<file path="src/rtl/video_fill_blitter.sv">
// Rectangle fill engine for a 320x200 4bpp frame buffer (160 bytes/row).
// Full bytes are written in one cycle; edge nibbles use a read-merge-write.
module video_fill_blitter (
  input  logic        clk,
  input  logic        rst,
  input  logic        cmd_valid,
  output logic        cmd_ready,
  input  logic [8:0]  cmd_x,
  input  logic [7:0]  cmd_y,
  input  logic [8:0]  cmd_w,
  input  logic [7:0]  cmd_h,
  input  logic [3:0]  cmd_color,
  output logic [14:0] vram_add,
  output logic [7:0]  vram_data,
  output logic        vram_we,
  input  logic [7:0]  vram_rd_data,
  output logic        busy,
  output logic        done,
  output logic        err
);

  typedef enum logic [2:0] {IDLE, SETUP, FULL_WR, RD, MRG, PART_WR} state_t;

  typedef struct packed {
    logic [8:0] x;
    logic [7:0] y;
    logic [8:0] w;
    logic [7:0] h;
    logic [3:0] color;
  } cmd_t;

  state_t      state, state_nxt;
  cmd_t        cmd_q;
  logic        rdy_en;
  logic [14:0] row_addr, cur_addr;
  logic [7:0]  col, rows_left, rd_q;
  logic        done_q, err_q;

  logic [9:0]  x_end;
  logic [8:0]  y_end, last_px;
  logic [7:0]  first_b, last_b, nxt_col;
  logic [14:0] s_row;
  logic        cmd_ok, at_last, last_row, wr_state, first_part, nxt_part, keep_hi;

  assign x_end    = 10'(cmd_q.x) + 10'(cmd_q.w);
  assign y_end    = 9'(cmd_q.y) + 9'(cmd_q.h);
  assign last_px  = cmd_q.x + cmd_q.w - 9'd1;
  assign first_b  = cmd_q.x[8:1];
  assign last_b   = last_px[8:1];
  assign s_row    = {cmd_q.y, 7'b0} + 15'({cmd_q.y, 5'b0});
  assign cmd_ok   = (cmd_q.w != 9'd0) && (cmd_q.h != 8'd0) &&
                    (x_end <= 10'd320) && (y_end <= 9'd200);

  assign at_last  = (col == last_b);
  assign last_row = (rows_left == 8'd1);
  assign wr_state = (state == FULL_WR) || (state == PART_WR);
  assign nxt_col  = at_last ? first_b : col + 8'd1;

  // Odd start keeps the high nibble; even end keeps the low nibble.
  assign first_part = cmd_q.x[0] || ((first_b == last_b) && !last_px[0]);
  assign nxt_part   = ((nxt_col == first_b) && cmd_q.x[0]) ||
                      ((nxt_col == last_b) && !last_px[0]);
  assign keep_hi    = (col == first_b) && cmd_q.x[0];

  always_ff @(posedge clk or posedge rst) begin
    if (rst) state <= IDLE;
    else     state <= state_nxt;
  end

  always_comb begin
    state_nxt = state;
    case (state)
      IDLE:    if (cmd_valid && cmd_ready) state_nxt = SETUP;
      SETUP:   if (!cmd_ok)        state_nxt = IDLE;
               else if (first_part) state_nxt = RD;
               else                 state_nxt = FULL_WR;
      RD:      state_nxt = MRG;
      MRG:     state_nxt = PART_WR;
      FULL_WR,
      PART_WR: if (at_last && last_row) state_nxt = IDLE;
               else if (nxt_part)       state_nxt = RD;
               else                     state_nxt = FULL_WR;
      default: state_nxt = IDLE;
    endcase
  end

  always_comb begin
    vram_we   = 1'b0;
    vram_data = 8'h00;
    case (state)
      FULL_WR: begin
        vram_we   = 1'b1;
        vram_data = {cmd_q.color, cmd_q.color};
      end
      PART_WR: begin
        vram_we   = 1'b1;
        vram_data = keep_hi ? {rd_q[7:4], cmd_q.color} : {cmd_q.color, rd_q[3:0]};
      end
      default: ;
    endcase
  end

  assign vram_add  = cur_addr;
  assign busy      = (state != IDLE);
  assign cmd_ready = rdy_en && (state == IDLE);
  assign done      = done_q;
  assign err       = err_q;

  always_ff @(posedge clk or posedge rst) begin
    if (rst) begin
      cmd_q     <= '0;
      rdy_en    <= 1'b0;
      row_addr  <= '0;
      cur_addr  <= '0;
      col       <= '0;
      rows_left <= '0;
      rd_q      <= '0;
      done_q    <= 1'b0;
      err_q     <= 1'b0;
    end else begin
      rdy_en <= 1'b1;
      done_q <= wr_state && at_last && last_row;
      err_q  <= (state == SETUP) && !cmd_ok;
      if (cmd_valid && cmd_ready)
        cmd_q <= '{x: cmd_x, y: cmd_y, w: cmd_w, h: cmd_h, color: cmd_color};
      if (state == SETUP) begin
        row_addr  <= s_row;
        cur_addr  <= s_row + 15'(first_b);
        col       <= first_b;
        rows_left <= cmd_q.h;
      end
      if (state == MRG) rd_q <= vram_rd_data;
      if (wr_state) begin
        if (at_last) begin
          rows_left <= rows_left - 8'd1;
          col       <= first_b;
          // Hold the address on the final row so it never points past the frame.
          if (!last_row) begin
            row_addr <= row_addr + 15'd160;
            cur_addr <= row_addr + 15'd160 + 15'(first_b);
          end
        end else begin
          col      <= col + 8'd1;
          cur_addr <= cur_addr + 15'd1;
        end
      end
    end
  end

endmodule

</file>
<file path="config.mk">
export PLATFORM = sky130hd
export DESIGN_NAME = video_fill_blitter
export DESIGN_NICKNAME = d
export VERILOG_FILES = /design/src/rtl/video_fill_blitter.sv
export SDC_FILE = /design/constraint.sdc
export NUM_CORES = 1
export LEC_CHECK = 0
export BUFFER_PORTS_ARGS = -buffer_cell sky130_fd_sc_hd__buf_2
export CORE_MARGIN = 5
export CORE_UTILIZATION = 45
export DETAILED_ROUTE_END_ITERATION = 8
export RECOVER_POWER = 25
export SLEW_MARGIN = 20
export SYNTH_ARGS = -nofsm -noshare
export SYNTH_HDL_FRONTEND = slang
export SYNTH_SLANG_ARGS = --single-unit
</file>
<file path="constraint.sdc">
create_clock -name clk -period 6.4 [get_ports clk]
set_input_delay 0.64 -clock clk [delete_from_list [all_inputs] [get_ports clk]]
set_output_delay 0.64 -clock clk [all_outputs]
set_load 0.02 [all_outputs]
</file>
# After elaboration in Yosys (flattened, before gate mapping)
# Cells that the tools add are included.
# totals
out_inout_bits,28
regBits,98
elab_cells,86
inputBits,49
# op_classes
order_cmp,2
muxes,23
n_addsub,11
n_eq_ne,12
reduce_logical,24
# ops
op,count
15-bit 2-to-1 mux,8
8-bit 2-to-1 mux,7
8-bit == test,5
15-bit by 8-bit adder with 15-bit output,2
8-bit case mux with 2 select lines,1
15-bit by 1-bit adder with 15-bit output (second input constant),1
15-bit by 13-bit adder with 15-bit output,1
15-bit by 8-bit adder with 15-bit output (second input constant),1
3-bit case mux with 5 select lines,1
1-bit logical AND,13
9-bit by 9-bit adder with 10-bit output,1
10-bit by 9-bit less-or-equal comparator with 1-bit output (second input constant),1
8-bit by 8-bit adder with 9-bit output,1
9-bit adder,1
9-bit by 8-bit less-or-equal comparator with 1-bit output (second input constant),1
9-bit nonzero test,1
9-bit by 1-bit subtractor with 9-bit output (second input constant),1
8-bit by 1-bit adder with 8-bit output (second input constant),1
8-bit by 1-bit == test with 1-bit output (second input constant),1
8-bit nonzero test,1
8-bit by 1-bit subtractor with 8-bit output (second input constant),1
3-bit by 2-bit == test with 1-bit output (second input constant),2
3-bit == test (second input constant),2
2-bit 2-to-1 mux,2
10 further kinds,15

# Longest topological paths before layout
# depth
depth_word,10
ltp_mapped,19
mapped_depth_nobuf,16

# Least setup slack after synthesis
# No wires, ideal clock.
# synth_path
path_kind,register to register
startpoint,register cmd_q[31] (netlist bit)
endpoint,register row_addr[14]
t_arrival_ns,3.684
setup_slack_ns,2.575
n_path_buf,3
required_ns,6.259
synth_period_minus_slack_ns,3.825
setup_time_ns,0.141
stages_incl_launch_ff,18
cell_sequence,dfrtp_1 > clkbuf_1 > inv_1 > ha_1 > inv_1 > ha_1 > a21o_1 > a22o_1 > a311o_1 > a211oi_4 > xnor2_1 > and3_1 > buf_6 > buf_6 > nand3_2 > or2_2 > a21oi_1 > a211oi_1
# synth_between
elab_chain_len,5
# synth_lines
item,line,text
start: declaration,33,cmd_t cmd_q;
start signal: assignment,125,"cmd_q <= '{x: cmd_x, y: cmd_y, w: cmd_w, h: cmd_h, color: cmd_color};"
9-bit adder,47,assign last_px = cmd_q.x + cmd_q.w - 9'd1;
9-bit by 1-bit subtractor with 9-bit output,47,
8-bit == test,54,assign at_last = (col == last_b);
15-bit 2-to-1 mux,134,if (at_last) begin
15-bit 2-to-1 mux,133,if (wr_state) begin
end signal: assignment,127,row_addr <= s_row;
end signal: assignment,139,row_addr <= row_addr + 15'd160;
end: declaration,35,"logic [14:0] row_addr, cur_addr;"
# Every way passes these cells.
# A chain may end at the register's enable or synchronous reset.

# Worst setup path in the final report
# Same ends and word-level chain as after synthesis.

==> results by group <==
Setup path
  • RR Startpoint: cmd_q[31]
  • CP arrival: 5060 ps
  • Nature of the critical path endpoint: register
  • CP Class: register to register
  • R2R cell count: 13
  • CP max FO: 19
  • Worst setup SP type: register
  • Crit path from: cmd_q[31]
  • Required time of the critical path: 6580 ps
  • Critical Path Sink: row_addr[14]
  • FF-to-FF End: row_addr[14]
  • FF-to-FF setup slack: 1510 ps

GRT
  • Met2 Use GR: 0.339
  • GRT Total Usage: 0.206
  • Largest net degree at the start of global routing: 60
  • First-pass GRT wire length: 33.3 mm
  • GR Util met1: 0.289
  • Antenna violations before repair: 0
  • Vias in the first global route: 6329
  • GR peak layer: met2
  • Routing usage on met3: 0.0322
  • Gr ovfl total: 0

Timing
  • Fin crit share: 0.763
  • Highest clock rate: 205 MHz
  • Final min period: 4890 ps
  • Count of final setup violators: 0
  • RSZ-0062 raised after global routing: false
  • Setup TNS: 0 ps
  • Worst-margin pin slew: 1830 ps
  • Endpoints failing hold: 0
  • Setup Skew: 10.8 ps
  • Slew margin rel.: -0.229
  • Slew Limit Fails: 77

Routing
  • Vias: 6374
  • Routed wire length: 20.1 mm
  • Initial drt markers: 523
  • Antenna Violating Nets Remaining: 0
  • Drt via density: 5.56
  • Drt first pass iters: 5
  • DRC violations left: 0
  • WL/cell: 17.5 um

Clock tree
  • Clk slew on worst S/H paths: 80 ps
  • CTS root buf: clkbuf_16
  • Cells resized by post-CTS repair: 0
  • H-Tree Depth: 3
  • Hold Buf Count CTS: 0
  • Clock Latency Late Sink: 360 ps
  • CTS tree: built
  • # clock sinks: 98
  • Max clock buf depth: 2
  • CTS Buf Count: 9
  • Post-CTS Setup Inserts: 0

Die
  • # IOs: 77
  • Die area: 19800 um2
  • Core area: 16600 um2
  • Width of the die: 141 um
  • Chip Height: 141 um
  • Row cnt: 47
  • Initial Util: 0.461

Logic synthesis
  • FF+latch count, synth: 98
  • Post-synthesis xor/xnor area fraction: 0.105
  • Cells after Synth: 867
  • Post-synth ARST share: 1.00
  • Area share of and/or/nand/nor cells after synthesis: 0.158
  • Post-synthesis mux area share: 0.0671
  • Yosys top cell by area: dfrtp_1
  • Post-synthesis average cell area: 8.86 um2
  • Ys flop type: dfrtp_1
  • Yosys cell types: 75
  • Ys Warns: 0
  • Synth area leaders: dfrtp_1, ha_1, xnor2_1, o21ai_0, mux2_2
  • Area fraction of the dominant cell type after synthesis: 0.319
  • Main combinational cell family by area after synthesis: compound AO/OA/AOI/OAI gates
  • Count leader, synth: dfrtp_1
  • Compound-Gate Fraction of Synth Area: 0.191
  • Commonest cells in the netlist: dfrtp_1, o21ai_0, inv_1, nand2_1, xnor2_1
  • Synth Cell Area: 7680 um2
  • Synth Area in Adders: 0.104
  • Seq/Total Area, Yosys: 0.319
  • Post-synth net total: 976
  • Number of flops mapped to enable cells by yosys: 0

Finish
  • Post-layout nets: 1030
  • Fraction of layout cells with a size suffix above 1: 0.153
  • Fillcell total: 1587
  • Area occupied by multi-input gates: 4810 um2
  • Storage cell area: 2450 um2
  • ANT cells: 0
  • P&R area growth vs syn: 10.8%

Placed design
  • Port bufs: 76
  • HPWL after DPL: 15.2 mm
  • Placer Congestion: 0.853

Job
  • Max-Cap Viols: 2

Outcome
  • Failing checks: max-capacitance violations, max-slew violations
  • Outcome: finished with violations

Worst hold path
  • Worst min path class: input port to register
[worst max-delay path, cell delays in order, from the launching register on]
cell	delay (ps)
dfrtp_1	590
inv_1	170
ha_1	390
fa_1	480
xor2_1	340
xnor2_1	130
a2111oi_0	320
nand4b_1	140
and4bb_2	310
and3_1	680
nand3_2	500
or2_2	440
a21oi_1	150
a211oi_1	60
[cell families (layout without fill, tap and decap cells)]
family	Yosys count	count (layout)
buffers and inverters	106	165
other	1	1
multiplexers	48	48
AND/OR/NAND/NOR	238	238
adder cells (fa/ha/maj)	60	60
flip-flops	98	98
AO/OA/AOI/OAI	225	225
XOR/XNOR	91	91
[area by class of cell]
type,count,share of cell area
Tap cell,220,0.0324
Multi-Input combinational cell,663,0.565
Sequential cell,98,0.288
Clock buffer,10,0.0269
Clock inverter,6,0.00838
Inverter,66,0.0293
Timing Repair Buffer,83,0.0497
[worst min path at each step]
stage                      startpoint           to  cells past startpoint
final                        cmd_x[5]    cmd_q[34]                      3
after global routing         cmd_h[3]     cmd_q[7]                      2
after CTS                         rst     cmd_q[7]                      2
after detailed placement  row_addr[4]  row_addr[4]                      1
after global placement    row_addr[4]  row_addr[4]                      1
after floorplan           row_addr[0]  row_addr[0]                      1
[cell usage in the layout, fill, tap and decap left out, types with 14 or more instances in the layout]
cell and instances:
nand3_1 23, a21oi_1 54, ha_1 54, mux2i_1 20
xor2_1 29, inv_1 65, mux2_2 27, o21ai_0 67
nor3_1 14, nor2_1 46, and3_1 15, dfrtp_1 98
nand2_1 65, xnor2_1 61, buf_2 74
[flip-flops by register name, summed over array words and instances, names as in the netlist]
signal and count:
rd_q 8, cmd_q 38, rdy_en 1, rows_left 8
row_addr 15, done 1, vram_add 15, err 1
col 8, state 3
[metrics by stage]
stage          cell area [um2]  hold slack [ps]  cells  utilization  setup WS [ps]
2_1_floorplan             7680              458    867            -           2580
3_3_place_gp              8220              477   1130        0.494           1680
3_5_place_dp              8220              482   1130        0.494           1610
4_1_cts                   8520              338   1146        0.512           1520
5_1_grt                   8510              494   1146        0.511           1010
6_report                  8510              480   1146        0.511           1510
[metal layers]
metal  part of all wire  vias to the layer above
li1                   -                     3190
met1               0.48                     3067
met2               0.47                      104
met3              0.036                       13
met4             0.0096                        0
met5                  0                        -
Power is left out: the tool's default activity adds up to more than one toggle a clock period on the data nets, which glitch-free logic cannot reach.
